## config.mk

```make
export PLATFORM = sky130hd
export DESIGN_NAME = mux_data_gen
export DESIGN_NICKNAME = d
export VERILOG_FILES = /design/src/rtl/mux_data_gen_pkg.sv /design/src/rtl/axis_skid_buffer.sv /design/src/rtl/mux_data_gen.sv
export SDC_FILE = /design/constraint.sdc
export NUM_CORES = 1
export LEC_CHECK = 0
export BUFFER_PORTS_ARGS = -buffer_cell sky130_fd_sc_hd__buf_4
export CELL_PAD_IN_SITES_DETAIL_PLACEMENT = 0
export CELL_PAD_IN_SITES_GLOBAL_PLACEMENT = 1
export CORE_MARGIN = 4
export CORE_UTILIZATION = 34
export DETAILED_ROUTE_END_ITERATION = 10
export GPL_TIMING_DRIVEN = 0
export PLACE_DENSITY = 0.82
export REMOVE_ABC_BUFFERS = 1
export SKIP_LAST_GASP = 1
export SYNTH_ARGS = -nofsm -noshare
export SYNTH_HDL_FRONTEND = slang
export SYNTH_SLANG_ARGS = --single-unit
```

## constraint.sdc

```tcl
create_clock -name clk -period 2.1 [get_ports clk]
set_clock_uncertainty 0.15 [all_clocks]
set_input_delay 0.105 -clock clk [delete_from_list [all_inputs] [get_ports clk]]
set_output_delay 0.105 -clock clk [all_outputs]
set_load 0.01 [all_outputs]
```

## src/rtl/mux_data_gen_pkg.sv

```systemverilog
// rtl/mux_data_gen_pkg.sv - shared constants and beat type for the I2C harness stream demux
package mux_data_gen_pkg;
    localparam int NUM_PORTS = 5;
    localparam int DATA_W    = 8;

    localparam logic [2:0] PORT_M1 = 3'd0;
    localparam logic [2:0] PORT_M2 = 3'd1;
    localparam logic [2:0] PORT_S1 = 3'd2;
    localparam logic [2:0] PORT_S2 = 3'd3;
    localparam logic [2:0] PORT_S3 = 3'd4;

    typedef struct packed {
        logic [DATA_W-1:0] data;
        logic              last;
        logic [2:0]        dest;
    } beat_t;
endpackage

```

## src/rtl/axis_skid_buffer.sv

```systemverilog
// rtl/axis_skid_buffer.sv - output register plus one-entry skid, beats carry their own dest tag
module axis_skid_buffer
    import mux_data_gen_pkg::*;
(
    input  logic  clk,
    input  logic  rst,
    input  logic  i_accept,
    input  beat_t i_beat,
    input  logic  i_dready,
    output beat_t o_beat,
    output logic  o_ov,
    output logic  o_sv
);
    beat_t r_out;
    beat_t r_skid;
    logic  r_ov;
    logic  r_sv;

    always_ff @(posedge clk) begin
        if (rst) begin
            r_out  <= '0;
            r_skid <= '0;
            r_ov   <= 1'b0;
            r_sv   <= 1'b0;
        end else if (!r_ov || i_dready) begin
            // Skid always drains first so beat order is preserved.
            if (r_sv) begin
                r_out <= r_skid;
                r_ov  <= 1'b1;
                r_sv  <= 1'b0;
            end else if (i_accept) begin
                r_out <= i_beat;
                r_ov  <= 1'b1;
            end else begin
                r_ov  <= 1'b0;
            end
        end else if (i_accept) begin
            r_skid <= i_beat;
            r_sv   <= 1'b1;
        end
    end

    assign o_beat = r_out;
    assign o_ov   = r_ov;
    assign o_sv   = r_sv;
endmodule

```

## src/rtl/mux_data_gen.sv

```systemverilog
// rtl/mux_data_gen.sv - registered 1-to-5 stream demux with per-packet route lock
module mux_data_gen
    import mux_data_gen_pkg::*;
(
    input  logic              clk,
    input  logic              rst,
    input  logic [2:0]        sel,
    input  logic [DATA_W-1:0] tdata,
    input  logic              tvalid,
    input  logic              tlast,
    output logic              tready,
    input  logic              tready_m1,
    input  logic              tready_m2,
    input  logic              tready_s1,
    input  logic              tready_s2,
    input  logic              tready_s3,
    output logic [DATA_W-1:0] tdata_m1,
    output logic [DATA_W-1:0] tdata_m2,
    output logic [DATA_W-1:0] tdata_s1,
    output logic [DATA_W-1:0] tdata_s2,
    output logic [DATA_W-1:0] tdata_s3,
    output logic              tvalid_m1,
    output logic              tvalid_m2,
    output logic              tvalid_s1,
    output logic              tvalid_s2,
    output logic              tvalid_s3,
    output logic              tlast_m1,
    output logic              tlast_m2,
    output logic              tlast_s1,
    output logic              tlast_s2,
    output logic              tlast_s3
);
    logic       r_in_pkt;
    logic [2:0] r_route;
    logic [2:0] w_route;
    logic       w_accept;
    logic       w_ov;
    logic       w_sv;
    logic       w_dready;
    beat_t      w_in;
    beat_t      w_out;

    assign w_route  = r_in_pkt ? r_route : sel;
    assign tready   = !rst && !w_sv && (r_in_pkt || (sel < 3'(NUM_PORTS)));
    assign w_accept = tvalid && tready;
    assign w_in     = '{data: tdata, last: tlast, dest: w_route};

    always_ff @(posedge clk) begin
        if (rst) begin
            r_in_pkt <= 1'b0;
            r_route  <= 3'd0;
        end else if (w_accept) begin
            r_in_pkt <= !tlast;
            if (!r_in_pkt)
                r_route <= sel;
        end
    end

    axis_skid_buffer u_skid (
        .clk      (clk),
        .rst      (rst),
        .i_accept (w_accept),
        .i_beat   (w_in),
        .i_dready (w_dready),
        .o_beat   (w_out),
        .o_ov     (w_ov),
        .o_sv     (w_sv)
    );

    // Only the port named by the held beat's dest sees anything; others read zero.
    always_comb begin
        w_dready  = 1'b0;
        tvalid_m1 = 1'b0; tdata_m1 = '0; tlast_m1 = 1'b0;
        tvalid_m2 = 1'b0; tdata_m2 = '0; tlast_m2 = 1'b0;
        tvalid_s1 = 1'b0; tdata_s1 = '0; tlast_s1 = 1'b0;
        tvalid_s2 = 1'b0; tdata_s2 = '0; tlast_s2 = 1'b0;
        tvalid_s3 = 1'b0; tdata_s3 = '0; tlast_s3 = 1'b0;
        case (w_out.dest)
            PORT_M1: begin
                w_dready = tready_m1;
                tvalid_m1 = w_ov; tdata_m1 = w_out.data; tlast_m1 = w_out.last;
            end
            PORT_M2: begin
                w_dready = tready_m2;
                tvalid_m2 = w_ov; tdata_m2 = w_out.data; tlast_m2 = w_out.last;
            end
            PORT_S1: begin
                w_dready = tready_s1;
                tvalid_s1 = w_ov; tdata_s1 = w_out.data; tlast_s1 = w_out.last;
            end
            PORT_S2: begin
                w_dready = tready_s2;
                tvalid_s2 = w_ov; tdata_s2 = w_out.data; tlast_s2 = w_out.last;
            end
            PORT_S3: begin
                w_dready = tready_s3;
                tvalid_s3 = w_ov; tdata_s3 = w_out.data; tlast_s3 = w_out.last;
            end
            default: w_dready = 1'b0;
        endcase
    end
endmodule

```

=== Yosys cells after proc, flatten, opt, wreduce, memory -nomap -nowiden ===
Index checks and enable logic that the tools add are counted.

* Register bits: 30
* Latch bits: 0
* RAM bits: 0
* Memory bits (read-only): 0
* Memories: 0

* $add $sub $neg: 0
* $mul: 0
* Divide/modulo/power cells: 0
* $lt $le $gt $ge: 1
* Equality and inequality tests: 4
* Shift operators: 0
* Mux-type cells: 21
* Bitwise operators: 1
* Reductions and logical operators: 14

{| class="wikitable"
|+ Operators by type and width
! kind !! number
|-
| two-way mux 8 bit || 5
|-
| two-way mux 12 bit || 2
|-
| two-way mux 1 bit || 12
|-
| equality test 3 x 2 -> 1 bit, second input constant || 2
|-
| case mux 1 bit (5 select lines) || 1
|-
| zero test 1 bit || 4
|-
| AND reduction 2 bit || 2
|-
| equality test 3 x 1 -> 1 bit, second input constant || 1
|-
| equality test 3 bit, second input constant || 1
|-
| logical AND 1 bit || 3
|-
| zero test 3 bit || 1
|-
| < comparator 3 bit, second input constant || 1
|-
| two-way mux 3 bit || 1
|-
| logical OR 1 bit || 2
|-
| nonzero test 2 bit || 1
|-
| OR reduction 2 bit || 1
|-
| NOT 1 bit || 1
|}

=== Longest topological paths before layout ===
* Depth after elaboration: 6
* Mapped depth: 7

=== Hierarchy ===
From an unflattened synthesis, not the netlist that was laid out.

* Cell total of the unflattened synthesis: 188
* Area, all modules: 1755.4 um^2

{| class="wikitable"
|+ By module, submodules not included
! module !! instances !! cells each !! area each (um^2) !! sequential area each (um^2)
|-
| axis_skid_buffer || 1 || 102 || 1103.6 || 520.5
|-
| mux_data_gen || 1 || 86 || 651.9 || 80.1
|}

=== Worst setup path after synthesis ===
No wires, ideal clock.

* Path kind: reg-to-reg
* Start point: register u_skid.r_out (netlist bit u_skid.o_beat[0])
* End point: register u_skid.r_skid[10] in the netlist's numbering
* Setup time: 132 ps
* Data arrival time: 1314 ps
* Data required time: 1818 ps
* Slack: 504 ps
* Stages on the path, launching flop included: 8
* Path buffers: 2
* Path through: dfxtp_1 buf_6 mux2i_1 o21ai_2 a21o_4 buf_6 o21ai_0 a21oi_1

* Word-level cells in the longest chain between the ends: 5
* Elaborated cells on any way between the ends: 9
* Classes of those cells: eq/ne (4); mux (1); bitwise (1); reduce/logical (3)

{| class="wikitable"
|+ RTL lines
! element !! RTL line !! source
|-
| start, declared || axis_skid_buffer.sv:14 || <nowiki>beat_t r_out;</nowiki>
|-
| start signal, assigned || axis_skid_buffer.sv:28 || <nowiki>r_out <= r_skid;</nowiki>
|-
| start signal, assigned || axis_skid_buffer.sv:32 || <nowiki>r_out <= i_beat;</nowiki>
|-
| equality test 3 bit, or another cell as far along || mux_data_gen.sv:78 || <nowiki>case (w_out.dest)</nowiki>
|-
| case mux 1 bit (5 select lines) * || mux_data_gen.sv:78 ||
|-
| logical OR 1 bit * || axis_skid_buffer.sv:25 || <nowiki>end else if (!r_ov || i_dready) begin</nowiki>
|-
| NOT 1 bit (no line) * || -- ||
|-
| AND reduction 2 bit (no line) * || -- ||
|-
| end signal, assigned || axis_skid_buffer.sv:38 || <nowiki>r_skid <= i_beat;</nowiki>
|-
| end, declared || axis_skid_buffer.sv:15 || <nowiki>beat_t r_skid;</nowiki>
|}

Mark *: on every way between the ends. The rest lies on a longest branch, timed or not.
A chain may end at the register's enable or synchronous reset.

=== Final worst setup path ===
* Start point: register u_skid.r_out (netlist bit u_skid.o_beat[0])
* End point: output port tdata_m2[6]

* Word-level cells in the longest chain between the ends: 2

{| class="wikitable"
|+ RTL lines
! element !! RTL line !! source
|-
| equality test 3 x 1 -> 1 bit || mux_data_gen.sv:78 ||
|-
| two-way mux 8 bit || mux_data_gen.sv:78 ||
|-
| end, declared || mux_data_gen.sv:18 || <nowiki>output logic [DATA_W-1:0] tdata_m2,</nowiki>
|}

Every way passes these cells.

==> impl_results.md <==
- Outcome: finished clean
- Core Region: around 5000 um2
- Gpl congestion: 0.681
- Peak VDD IR: roughly 280 uV
- GR Overflow Total: 0
- Minimum clock period: 1920 ps
- DIE WIDTH: roughly 80 um
- Initial antenna violation count: 0
- Total track usage: 0.146
- Via count: about 1,700
- Largest area contributor in the netlist: dfxtp_1
- DRT antenna net count: 0
- Clk Latency, worst-skew pair: 280 ps
- Final slew viol count: 0
- Setup crit start kind: register
- Post-route cell area: approximately 2500 um2
- Post-Syn Area: roughly 1800 um2
- Final nets: just over 300
- CTS tree: yes
- Worst Path Class, Setup: reg2out
- Final Cycle Share: 0.915
- Antenna cell count: 0
- Largest net degree at the start of global routing: 32
- # setup viols final: 0
- Root Driver: clkbuf_8
- Cell Pwr Density: approximately 560 nW/um2
- I/O Pins: around 70
- Final WL: roughly 4500 um
- Yosys reg bits: 30
- Clock tree buffer depth: 2
- H-tree levels: 2
- Synth unique cells: 31
- Post-synth EDFFs: 0
- Critical path endpoint category: output port
- Number of global-route vias before repair: 1,525
- Share of layout cells above drive strength 1: 0.332
- TritonRoute pass-1 iters: 5
- Critical Path RT: ~1900 ps
- Hold Violations, Final: 0
- F_max: ~520 MHz
- Clock-pin slew on the worst setup and hold paths: 70 ps
- Max-cap violations: 0
- Rows: 25
- Routed len/inst: around 13 um
- RSZ-0062 raised after global routing: false
- Yosys top cell area share: 0.341
- Crit path max fanout: 10
- Iter 0 DRT Violations: between 80 and 90
- YS warnings: 0
- Arrival time at the worst endpoint: 1670 ps
- Clock sink total: 30
- Leak: 1.03 nW
- Area grow syn2layout: 40.5%
- Die area: 6400 um2
- Initial Utilization: 0.361
- IO buf count: 70
- Avg Vias per Cell: 4.74
- Synth area leaders: dfxtp_1, and2_1, mux2i_1
- Placed inst area: approximately 2300 um2
- Clock buffers created by TritonCTS: 5
- Min-delay worst type: in2reg
- Post-DP HPWL: approximately 3300 um
- Setup tns final: 0 ps
- Mapped Cells: slightly above 200
- Total DRC errors in the routed layout: 0
- Avg Inst Size Synth: 8.56 um2
- Worst-Margin Slew: between 600 and 700 ps
- Headroom to the max-slew limit: 0.592
- Async S/R FF share, synth: 0
- Die Ht: ~80 um
- Sequential share of the synthesized area: 0.341
- Hold WS: 36.0 ps
- First-pass GRT wire length: 7380 um
- Ys flop type: dfxtp_1
[cells in the mapped netlist, drive strengths merged (3+ instances only)]
cell type,n
and2,50
dfxtp,30
a21oi,27
o21ai,18
mux2i,14
nand2,14
a211oi,11
nor2,10
buf,7
nand2b,5
clkbuf,4
nor3,3
[path summary, 6_finish.rpt]
kind | cells after the start | slack (ps) | startpoint | end
setup / recovery | 4 | 180 | u_skid.o_beat[0]$_SDFFE_PP0P_ | tdata_m2[6]
hold / removal | 3 | 40 | tvalid | u_skid.o_sv$_SDFFE_PP0P_
setup reg to reg | 5 | 180 | r_in_pkt$_SDFFE_PP0P_ | u_skid.o_beat[8]$_SDFFE_PP0P_
hold reg to reg | 2 | 320 | u_skid.r_skid[1]$_SDFFE_PP0P_ | u_skid.r_skid[1]$_SDFFE_PP0P_
[layout by cell type, fill, tap and decap left out, types with 2 or more instances in the layout]
cell type	count
inv_1	2
a211oi_1	10
buf_4	72
nand3b_1	2
nor2_1	8
nand2b_1	3
o2111ai_1	2
nor2_2	2
mux2i_1	14
nor3_2	2
nand2_1	14
o21ai_0	16
clkinv_2	2
dlygate4sd3_1	9
dfxtp_1	29
and2_1	50
clkbuf_8	5
a21oi_1	26
o21ai_2	2
[cell families (layout without fill, tap and decap cells)]
| family | after synthesis | in the layout | share of synthesized area |
|---|---|---|---|
| buf+inv | 14 | 91 | 0.0724 |
| simple gates | 86 | 86 | 0.278 |
| flops | 30 | 30 | 0.341 |
| mux | 15 | 15 | 0.0859 |
| compound gates | 61 | 61 | 0.223 |
[layout make-up]
class	instances	area (um2)
clock buffers	5	68.8
clock inverters	3	40.0
fillers	484	2400
inverters	2	7.51
multi-input cells	162	1040
flip-flops and latches	30	602
well taps	67	83.8
repair buffers	81	631
[flip-flops by register name (all words and copies together) (netlist names)]
register and flops:
r_in_pkt 1, u_skid.r_skid 12, u_skid.o_beat 12, u_skid.o_sv 1, r_route 3, u_skid.o_ov 1
[where the power goes]
group	switching, mW	internal [mW]	leakage (nW)
clock network	0.216	0.349	0.0579
registers	0.0254	0.591	0.244
logic	0.109	0.104	0.726
total	0.351	1.04	1.03
[through the flow]
step | power [mW] | setup WS [ps] | instances | util
global route | 1.47 | 15.4 | 350 | 0.508
global placement | 0.826 | -172 | 331 | 0.462
floorplan | 0.727 | 258 | 194 | -
CTS | 1.41 | 123 | 350 | 0.508
detailed placement | 0.830 | -210 | 331 | 0.462
finish | 1.39 | 179 | 350 | 0.508
[routing by layer]
metal | vias to the layer above | routed length [um] | GRT usage | share of wire
li1 | 859 | - | - | -
met1 | 742 | 2020 | 0.181 | 0.44
met2 | 54 | 2100 | 0.235 | 0.46
met3 | 4 | 381 | 0.0463 | 0.084
met4 | 0 | 48 | 0.0557 | 0.011
met5 | - | 0 | 0 | 0
[repair_timing]
action	4_1_cts	5_1_grt
endpoints found under the hold margin	10	0
buffers inserted	2	0
resized for setup	3	0
endpoints found under the setup margin	36	3
pin swaps	1	1
hold buffers	9	0
[critical path: stages (launching register included)]
cell     delay (ps)
dfxtp_1         480
inv_1           130
nor3_2          450
and2_1          200
buf_4           120
Note: power is estimated with default switching activity, not from simulation.
